[src/rtl/pattern_lut_rdbk_arb_if.sv]
// VME readback handshake between the register decoder (master) and the LUT
// port-1 arbiter (slave).
interface pattern_lut_rdbk_arb_if #(
    parameter int unsigned MXADRB = 12,
    parameter int unsigned MXDATB = 18,
    parameter int unsigned MXPIDB = 4
);
    logic              vme_rd_req;
    logic [MXPIDB-1:0] vme_rd_pid;
    logic [MXADRB-1:0] vme_rd_adr;
    logic              vme_rd_busy;
    logic              vme_rd_done;
    logic              vme_rd_err;
    logic [MXDATB-1:0] vme_rd_data;

    modport master (
        output vme_rd_req, vme_rd_pid, vme_rd_adr,
        input  vme_rd_busy, vme_rd_done, vme_rd_err, vme_rd_data
    );

    modport slave (
        input  vme_rd_req, vme_rd_pid, vme_rd_adr,
        output vme_rd_busy, vme_rd_done, vme_rd_err, vme_rd_data
    );
endinterface

[src/rtl/pattern_lut_rdbk_arb.sv]
// Shares pattern LUT port 1 between the CLCT finder and VME readback; the finder
// keeps priority unless it starves a pending readback for STARVE_MAX cycles.
module pattern_lut_rdbk_arb #(
    parameter int unsigned MXADRB     = 12,
    parameter int unsigned MXDATB     = 18,
    parameter int unsigned MXPIDB     = 4,
    parameter logic [10:0] PAT_EN     = 11'h7FC,
    parameter int unsigned STARVE_MAX = 15,
    parameter int unsigned RD_LAT     = 1
) (
    input  logic                    clock,
    input  logic                    reset_n,
    input  logic                    clct_vld0,
    input  logic                    clct_vld1,
    input  logic [MXADRB-1:0]       clct_adr0,
    input  logic [MXADRB-1:0]       clct_adr1,
    input  logic [MXPIDB-1:0]       clct_pid0,
    input  logic [MXPIDB-1:0]       clct_pid1,
    input  logic                    steal_cnt_clr,
    input  logic [MXDATB-1:0]       rom_rd1,
    output logic [MXADRB-1:0]       rom_adr0,
    output logic [MXPIDB-1:0]       rom_pid0,
    output logic [MXADRB-1:0]       rom_adr1,
    output logic [MXPIDB-1:0]       rom_pid1,
    output logic                    clct_stall,
    output logic [7:0]              steal_cnt,
    pattern_lut_rdbk_arb_if.slave   vme
);
    localparam int unsigned NumPid = 1 << MXPIDB;
    localparam logic [NumPid-1:0] PatEnExt = NumPid'(PAT_EN);

    typedef enum logic [1:0] {StIdle, StWaitSlot, StWaitData, StDone} state_e;

    state_e            state_q, state_d;
    logic [MXPIDB-1:0] pid_q;
    logic [MXADRB-1:0] adr_q;
    logic [7:0]        starve_q, starve_d;
    logic [1:0]        lat_q, lat_d;
    logic [7:0]        steal_q, steal_d;
    logic              busy_q, done_q;
    logic              err_q, err_d;
    logic [MXDATB-1:0] data_q, data_d;
    logic              latch;
    logic              pid_ok;

    // Port-0 valid belongs to the finder's own pipeline; nothing here consumes it.
    logic unused_vld0;
    assign unused_vld0 = clct_vld0;

    assign rom_adr0 = clct_adr0;
    assign rom_pid0 = clct_pid0;

    assign pid_ok = (vme.vme_rd_pid >= MXPIDB'(2)) && (vme.vme_rd_pid <= MXPIDB'(10)) &&
                    PatEnExt[vme.vme_rd_pid];

    always_comb begin
        state_d    = state_q;
        starve_d   = starve_q;
        lat_d      = lat_q;
        err_d      = err_q;
        data_d     = data_q;
        latch      = 1'b0;
        rom_adr1   = clct_adr1;
        rom_pid1   = clct_pid1;
        clct_stall = 1'b0;

        case (state_q)
            StIdle: begin
                if (vme.vme_rd_req) begin
                    latch = 1'b1;
                    if (pid_ok) begin
                        starve_d = '0;
                        state_d  = StWaitSlot;
                    end else begin
                        err_d   = 1'b1;
                        data_d  = '0;
                        state_d = StDone;
                    end
                end
            end
            StWaitSlot: begin
                // Grant in the same cycle: finder idle, or it has starved us long enough.
                if (!clct_vld1 || (starve_q == 8'(STARVE_MAX))) begin
                    rom_adr1   = adr_q;
                    rom_pid1   = pid_q;
                    clct_stall = clct_vld1;
                    lat_d      = '0;
                    state_d    = StWaitData;
                end else begin
                    starve_d = starve_q + 8'd1;
                end
            end
            StWaitData: begin
                if (lat_q == 2'(RD_LAT - 1)) begin
                    data_d  = rom_rd1;
                    err_d   = 1'b0;
                    state_d = StDone;
                end else begin
                    lat_d = lat_q + 2'd1;
                end
            end
            StDone:  state_d = StIdle;
            default: state_d = StIdle;
        endcase

        if (steal_cnt_clr) begin
            steal_d = '0;
        end else if (clct_stall && (steal_q != 8'hFF)) begin
            steal_d = steal_q + 8'd1;
        end else begin
            steal_d = steal_q;
        end
    end

    always_ff @(posedge clock or negedge reset_n) begin
        if (!reset_n) begin
            state_q  <= StIdle;
            pid_q    <= '0;
            adr_q    <= '0;
            starve_q <= '0;
            lat_q    <= '0;
            steal_q  <= '0;
            busy_q   <= 1'b0;
            done_q   <= 1'b0;
            err_q    <= 1'b0;
            data_q   <= '0;
        end else begin
            state_q  <= state_d;
            starve_q <= starve_d;
            lat_q    <= lat_d;
            steal_q  <= steal_d;
            busy_q   <= (state_d != StIdle);
            done_q   <= (state_d == StDone);
            err_q    <= err_d;
            data_q   <= data_d;
            if (latch) begin
                pid_q <= vme.vme_rd_pid;
                adr_q <= vme.vme_rd_adr;
            end
        end
    end

    assign vme.vme_rd_busy = busy_q;
    assign vme.vme_rd_done = done_q;
    assign vme.vme_rd_err  = err_q;
    assign vme.vme_rd_data = data_q;
    assign steal_cnt       = steal_q;
endmodule

[src/flat_wrapper.sv]
// flat-port wrapper written by rule: the top's interface ports become plain ports
module pattern_lut_rdbk_arb_flat 
#(
    parameter int unsigned MXADRB     = 12,
    parameter int unsigned MXDATB     = 18,
    parameter int unsigned MXPIDB     = 4,
    parameter logic [10:0] PAT_EN     = 11'h7FC,
    parameter int unsigned STARVE_MAX = 15,
    parameter int unsigned RD_LAT     = 1
)
  (clock, reset_n, clct_vld0, clct_vld1, clct_adr0, clct_adr1, clct_pid0, clct_pid1, steal_cnt_clr, rom_rd1, rom_adr0, rom_pid0, rom_adr1, rom_pid1, clct_stall, steal_cnt, vme_vme_rd_req, vme_vme_rd_pid, vme_vme_rd_adr, vme_vme_rd_busy, vme_vme_rd_done, vme_vme_rd_err, vme_vme_rd_data);
  pattern_lut_rdbk_arb_if #(.MXADRB(MXADRB), .MXDATB(MXDATB), .MXPIDB(MXPIDB)) vme_i ();
  input  logic clock;
  input  logic reset_n;
  input  logic clct_vld0;
  input  logic clct_vld1;
  input  logic [MXADRB-1:0] clct_adr0;
  input  logic [MXADRB-1:0] clct_adr1;
  input  logic [MXPIDB-1:0] clct_pid0;
  input  logic [MXPIDB-1:0] clct_pid1;
  input  logic steal_cnt_clr;
  input  logic [MXDATB-1:0] rom_rd1;
  output logic [MXADRB-1:0] rom_adr0;
  output logic [MXPIDB-1:0] rom_pid0;
  output logic [MXADRB-1:0] rom_adr1;
  output logic [MXPIDB-1:0] rom_pid1;
  output logic clct_stall;
  output logic [7:0] steal_cnt;
  input wire logic [$bits(vme_i.vme_rd_req)-1:0] vme_vme_rd_req;
  input wire logic [$bits(vme_i.vme_rd_pid)-1:0] vme_vme_rd_pid;
  input wire logic [$bits(vme_i.vme_rd_adr)-1:0] vme_vme_rd_adr;
  output wire logic [$bits(vme_i.vme_rd_busy)-1:0] vme_vme_rd_busy;
  output wire logic [$bits(vme_i.vme_rd_done)-1:0] vme_vme_rd_done;
  output wire logic [$bits(vme_i.vme_rd_err)-1:0] vme_vme_rd_err;
  output wire logic [$bits(vme_i.vme_rd_data)-1:0] vme_vme_rd_data;
  assign vme_i.vme_rd_req = vme_vme_rd_req;
  assign vme_i.vme_rd_pid = vme_vme_rd_pid;
  assign vme_i.vme_rd_adr = vme_vme_rd_adr;
  assign vme_vme_rd_busy = vme_i.vme_rd_busy;
  assign vme_vme_rd_done = vme_i.vme_rd_done;
  assign vme_vme_rd_err = vme_i.vme_rd_err;
  assign vme_vme_rd_data = vme_i.vme_rd_data;
  pattern_lut_rdbk_arb #(.MXADRB(MXADRB), .MXDATB(MXDATB), .MXPIDB(MXPIDB), .PAT_EN(PAT_EN), .STARVE_MAX(STARVE_MAX), .RD_LAT(RD_LAT)) u_core (.clock(clock), .reset_n(reset_n), .clct_vld0(clct_vld0), .clct_vld1(clct_vld1), .clct_adr0(clct_adr0), .clct_adr1(clct_adr1), .clct_pid0(clct_pid0), .clct_pid1(clct_pid1), .steal_cnt_clr(steal_cnt_clr), .rom_rd1(rom_rd1), .rom_adr0(rom_adr0), .rom_pid0(rom_pid0), .rom_adr1(rom_adr1), .rom_pid1(rom_pid1), .clct_stall(clct_stall), .steal_cnt(steal_cnt), .vme(vme_i));
endmodule
[config.mk]
export PLATFORM = sky130hd
export DESIGN_NAME = pattern_lut_rdbk_arb_flat
export DESIGN_NICKNAME = d
export VERILOG_FILES = /design/src/rtl/pattern_lut_rdbk_arb_if.sv /design/src/rtl/pattern_lut_rdbk_arb.sv /design/src/flat_wrapper.sv
export SDC_FILE = /design/constraint.sdc
export NUM_CORES = 1
export LEC_CHECK = 0
export CORE_MARGIN = 3
export CORE_UTILIZATION = 45
export CTS_CLUSTER_DIAMETER = 80
export DETAILED_ROUTE_END_ITERATION = 10
export PLACE_DENSITY = 0.86
export SLEW_MARGIN = 10
export SYNTH_ARGS = -nofsm -noshare
export SYNTH_HDL_FRONTEND = slang
export SYNTH_SLANG_ARGS = --single-unit
[constraint.sdc]
create_clock -name clock -period 6.5 [get_ports clock]
set_clock_uncertainty 0.15 [all_clocks]
set_input_delay 1.95 -clock clock [delete_from_list [all_inputs] [get_ports clock]]
set_output_delay 1.95 -clock clock [all_outputs]
set_load 0.01 [all_outputs]
; Word level (Yosys, flattened, before mapping)
; Memories as Yosys holds them, arrays and structs flattened.
; Cells that the tools add are included.
[word_totals]
mem_count = 1
output_inout_bits = 62
reg_bits = 57
mem_bits_ro = 16
in_bits = 72
wordCells = 76
[op_classes]
n_eq_ne = 13
mux = 31
n_addsub = 3
reduce_logical = 15
order_cmp = 3
[mem_list]
columns = name, depth, word_bits, read_ports, rd_clocked_by_memory_dff, write_ports, line
row1 = (name not given), 16, 1, 1, 0, 0, pattern_lut_rdbk_arb.sv:54  ; PatEnExt[vme.vme_rd_pid];
[ops]
columns = cell, count
row1 = $mux W18, 3
row2 = $mux W8, 5
row3 = $pmux W18 S2, 1
row4 = $mux W12, 2
row5 = $add A8 B1 Y8 const B, 2
row6 = $pmux W8 S2, 1
row7 = $mux W2, 6
row8 = $reduce_bool A2 Y1, 5
row9 = $eq A8 B4 Y1 const B, 1
row10 = $mux W1, 8
row11 = $mux W4, 2
row12 = $ne A2 B2 Y1 const B, 4
row13 = $ne A8 B8 Y1 const B, 1
row14 = $pmux W2 S4, 1
row15 = $reduce_and A4 Y1, 2
row16 = $eq A2 B2 Y1 const B, 3
row17 = $ne A2 B1 Y1 const B, 3
row18 = $lt A4 B5 Y1 const B, 1
row19 = $ge A4 B2 Y1 const B, 1
row20 = $le A4 B4 Y1 const B, 1
row21 = $logic_not A2 Y1, 2
row22 = $pmux W2 S2, 1
row23 = $logic_and A1 B1 Y1, 3
row24 = $reduce_and A3 Y1, 1
row25 = 5 further kinds, 5

; Logic depth before layout (Yosys ltp)
[logic_depth]
depth_word = 7
mapped_depth = 9
depth_no_buf = 7

; Least setup slack after synthesis
; OpenSTA, ideal clock, no wires.
[synth_path]
kind = in2out
startpoint = in clct_vld1
endpoint = out rom_adr1[10]
arrival_time_ns = 2.880
path_stages = 5
required_time_ns = 4.400
path_buffers = 2
slack_ns = 1.520
path_cell_list = nand2b_1 > o21ai_1 > buf_4 > buf_6 > mux2_2
[synth_between]
elab_chain_len = 4
[synth_lines]
columns = item, line
row1 = start: declaration, flat_wrapper.sv:16  ; input logic clct_vld1;
row2 = $logic_not A1 Y1, pattern_lut_rdbk_arb.sv:83  ; if (!clct_vld1 || (starve_q == 8'(STARVE_MAX))) begin
row3 = $logic_or A1 B1 Y1, pattern_lut_rdbk_arb.sv:83
row4 = $mux W12, pattern_lut_rdbk_arb.sv:83
row5 = $mux W12, pattern_lut_rdbk_arb.sv:67  ; case (state_q)
row6 = end: declaration, flat_wrapper.sv:25  ; output logic [MXADRB-1:0] rom_adr1;
; No other way between the ends.

; Worst setup path in the final report
; Ends and elaborated chain as after synthesis.

==> summary.md <==
The flow ran to the end, and the final reports show no timing, DRC or antenna violations. The average wire length per cell after detail routing is 15.5 um, and the worst vdd rail ir drop is 0.260 mV. Max-cap violations in this run came to 0. The setup TNS was 0 ns. Synthesis produced a netlist whose cell count is 285.

The number of enable-type register cells in the synthesized netlist is 0, and the critical path required time is 4.40 ns. Setup violations remaining at the end of the flow were counted as 0. The library cell used as clock root buffer is sky130_fd_sc_hd__clkbuf_8.

The H-tree level count was 3. Summed over all cells, the static leakage comes to 1.70 nW. After legalization and detailed placement, the total HPWL measured 4.87 mm. The Yosys warning count was 0; the number of stages on the worst hold path was 1. Setup repair after global routing left no endpoint under its margin. The final clock period utilization by the worst path was 91.9%. The critical path goes through clkdlybuf4s50_1 > nand2b_1 > o21ai_2 > mux2_2 > clkdlybuf4s50_1. Timing would allow up to 167 MHz. Once detail routing completed, the nets flagged for antenna violations numbered 0.

The share of synthesized area in the top cell type comes to 48.4%. The worst hold path begins at u_core.adr_q[10]. By instance count, the leading cell after synthesis is sky130_fd_sc_hd__dfrtp_1.

The via density per instance is 5.39, and the data arrival at the endpoint of the critical path is 3.87 ns. Most common cell type on the critical path: sky130_fd_sc_hd__clkdlybuf4s50_1. Before CTS, the worst setup slack after placement is 0.512 ns. 0 antenna diodes ended up in the layout. The largest individual stage delay along the critical path comes from the cell sky130_fd_sc_hd__clkdlybuf4s50_1. The via count of the first global-routing pass is 2542. The tightest min-delay check is of the register to register type.

In this run the register-to-register setup slack is 3.57 ns. Predominant post-synthesis flop cell: sky130_fd_sc_hd__dfrtp_1. Area of the mapped netlist: 2950 um2. Total routing resource utilization after global routing: 19.4%.

The number of buffers and inverters on the critical path was 2; the post-route minimum period was 5.97 ns. Routability-driven placement finished with a final weighted congestion of 0.838. In the routed design, unresolved DRC markers number 0. The post-route worst setup slack is 0.527 ns, and the synthesized flop and latch total is 57. The routed design has 6.93 mm of wire. Global routing finished with a remaining overflow of 0. After synthesis, the netlist uses 44 different library cells. The routed layout has 2411 vias.

In this run the power density over the cells is 382 nW/um2. In this run the horizontal extent of the chip is 86.9 um. Of all cell types, the one taking the most synthesized area is sky130_fd_sc_hd__dfrtp_1.

The worst register-to-register path has a depth of 6. The tools report the final number of max-transition violations as 0. The share of flip-flops with an asynchronous set or reset was 100%. The endpoint of the lowest-slack register-to-register path was u_core.vme.vme_rd_data[1]. The run gives 363 as the net count after synthesis. The final number of hold-violating endpoints was 0. The y dimension of the die came out at 86.9 um. The tools report the destination of the worst hold path as u_core.adr_q[10]. The nature of the critical path endpoint is an output port. Startpoint kind of the worst setup timing path: an input pin.

The longest clock path from root to sink contains 2 buffers. The average footprint of a synthesized cell was 10.3 um2. Leaving out filler cells and counting taps, the final layout contains 447. The share of cells above drive strength 1 is 15.1%, and the transition time of the tightest slew-check pin is 1.10 ns. The count of boundary I/O pins came out at 134. The final net count is 445, and the critical path's largest stage delay is 0.48 ns. In this run the core area contains 28 standard-cell rows.

The finished cells cover 4110 um2. After clock tree synthesis, the clock-pin slew on the worst setup and hold paths is 0.06 ns. By area the synthesized netlist is led by sky130_fd_sc_hd__dfrtp_1, sky130_fd_sc_hd__mux2_2, sky130_fd_sc_hd__o21ai_0, sky130_fd_sc_hd__buf_4, sky130_fd_sc_hd__nand2_1.

The signed area change from the synthesized netlist to the final layout is 39.3%, and the total of cells resized after clock tree synthesis is 0. The family with the most delay on the worst path is buffers and inverters. After the first detailed-routing iteration, the DRC count stood at 102. The total area inside the core boundary comes to 6130 um2. The final core utilization was 67.0%. The worst pin sits at a relative slew slack of 25.9%.

Once the clock tree was built, the setup fixing pass inserted 0 buffers. TritonCTS built the clock tree. Sorting the synthesized cells by how often they occur yields sky130_fd_sc_hd__dfrtp_1, sky130_fd_sc_hd__o21ai_0, sky130_fd_sc_hd__mux2_2. The number of placed instances, taps included, is 431. The worst setup path category was input pin to output port. The floorplan step defined a die boundary enclosing 7560 um2.

In this run the cell area measured after placement is 3860 um2. The tools report the number of optimization iterations in the first detailed-route pass as 5. The worst register-to-register path begins at u_core.state_q[0]. The run gives 48.4% as the register area share after synthesis. The later pin in the worst-skew pair is clocked with a latency of 0.32 ns.

The run gives 58 as the pin count of the biggest net entering global routing. For this design, the CTS-stage hold fixing added 0 buffers. The total clock buffers created by CTS is 9, and the count of buffers inserted at the top-level ports is 100.

The run gives 0 as the initial antenna violation count. Maximum net fanout on the critical path: 20. The first global-routing pass estimated 11.4 mm of wire. The clock sink count is 57. Once the floorplan was initialized, standard cells occupied 48.1% of the core.
how the worst max path moves through the flow:
stage,startpoint,endpoint,slack [ns],depth (start not counted)
global route,clct_vld1,rom_adr1[10],0.41,5
finish,clct_vld1,rom_adr1[10],0.53,5
detailed placement,clct_vld1,rom_adr1[10],0.51,5
CTS,clct_vld1,rom_pid1[3],0.48,5
global placement,clct_vld1,rom_adr1[6],0.57,5
floorplan,clct_vld1,rom_adr1[10],1.52,5
worst reg2reg max path: stages, from the launching register on:
cell                       delay [ns]
sky130_fd_sc_hd__dfrtp_1         0.38
sky130_fd_sc_hd__inv_1           0.10
sky130_fd_sc_hd__ha_1            0.72
sky130_fd_sc_hd__nand2b_1        0.19
sky130_fd_sc_hd__o21ai_1         0.63
sky130_fd_sc_hd__or2_2           0.45
sky130_fd_sc_hd__o21ai_0         0.17
power breakdown:
part           switching, mW  leakage [nW]  internal (mW)
logic                  0.308         0.834          0.320
registers             0.0637         0.746          0.478
clock network          0.135         0.120          0.265
layer usage:
layer	routed length [um]	global-route usage, %	vias up
li1	-	-	1153
met4	112	9.49	0
met5	0	0	-
met3	558	4.16	14
met2	3370	33.0	106
met1	2880	23.1	1138
cell usage in the layout, fill, tap and decap left out, types with 4 or more instances in the layout:
master,n
sky130_fd_sc_hd__clkdlybuf4s50_1,99
sky130_fd_sc_hd__dfrtp_1,57
sky130_fd_sc_hd__o21ai_0,39
sky130_fd_sc_hd__mux2_2,32
sky130_fd_sc_hd__nand2_1,28
sky130_fd_sc_hd__nor2_1,11
sky130_fd_sc_hd__clkbuf_8,10
sky130_fd_sc_hd__inv_1,9
sky130_fd_sc_hd__nand3_1,8
sky130_fd_sc_hd__nand4_1,7
sky130_fd_sc_hd__a21oi_1,6
sky130_fd_sc_hd__xor2_1,6
sky130_fd_sc_hd__ha_1,6
sky130_fd_sc_hd__nand2b_1,4
sky130_fd_sc_hd__xnor2_1,4
area by class of cell:
type | count | area, um2
repair buffers | 101 | 1000
inverters | 9 | 33.8
flip-flops and latches | 57 | 1430
fillers | 492 | 2030
clock inverters | 5 | 103
well taps | 75 | 93.8
clock buffers | 11 | 141
multi-input cells | 189 | 1300
metrics by stage:
| step | hold WS, ns | power [mW] |
|---|---|---|
| floorplan | 0.324 | 0.903 |
| global placement | 0.334 | 1.16 |
| detailed placement | 0.340 | 1.18 |
| CTS | 0.356 | 1.59 |
| global route | 0.373 | 1.67 |
| finish | 0.355 | 1.57 |
cell families after synthesis:
| family | Yosys count | synth area share (%) |
|---|---|---|
| compound gates | 65 | 13.0 |
| xor+xnor | 10 | 2.97 |
| fa+ha+maj | 6 | 2.55 |
| mux | 32 | 12.2 |
| flops | 57 | 48.4 |
| simple gates | 76 | 13.4 |
| buf+inv | 39 | 7.47 |
registers in the layout, indices dropped and copies added, names as in the netlist:
signal	count
u_core.vme.vme_rd_data	18
u_core.adr_q	12
u_core.starve_q	8
u_core.steal_cnt	8
u_core.pid_q	4
u_core.lat_q	2
u_core.state_q	2
u_core.vme.vme_rd_busy	1
u_core.vme.vme_rd_done	1
u_core.vme.vme_rd_err	1
No activity file was read; power rests on OpenSTA's default activity.
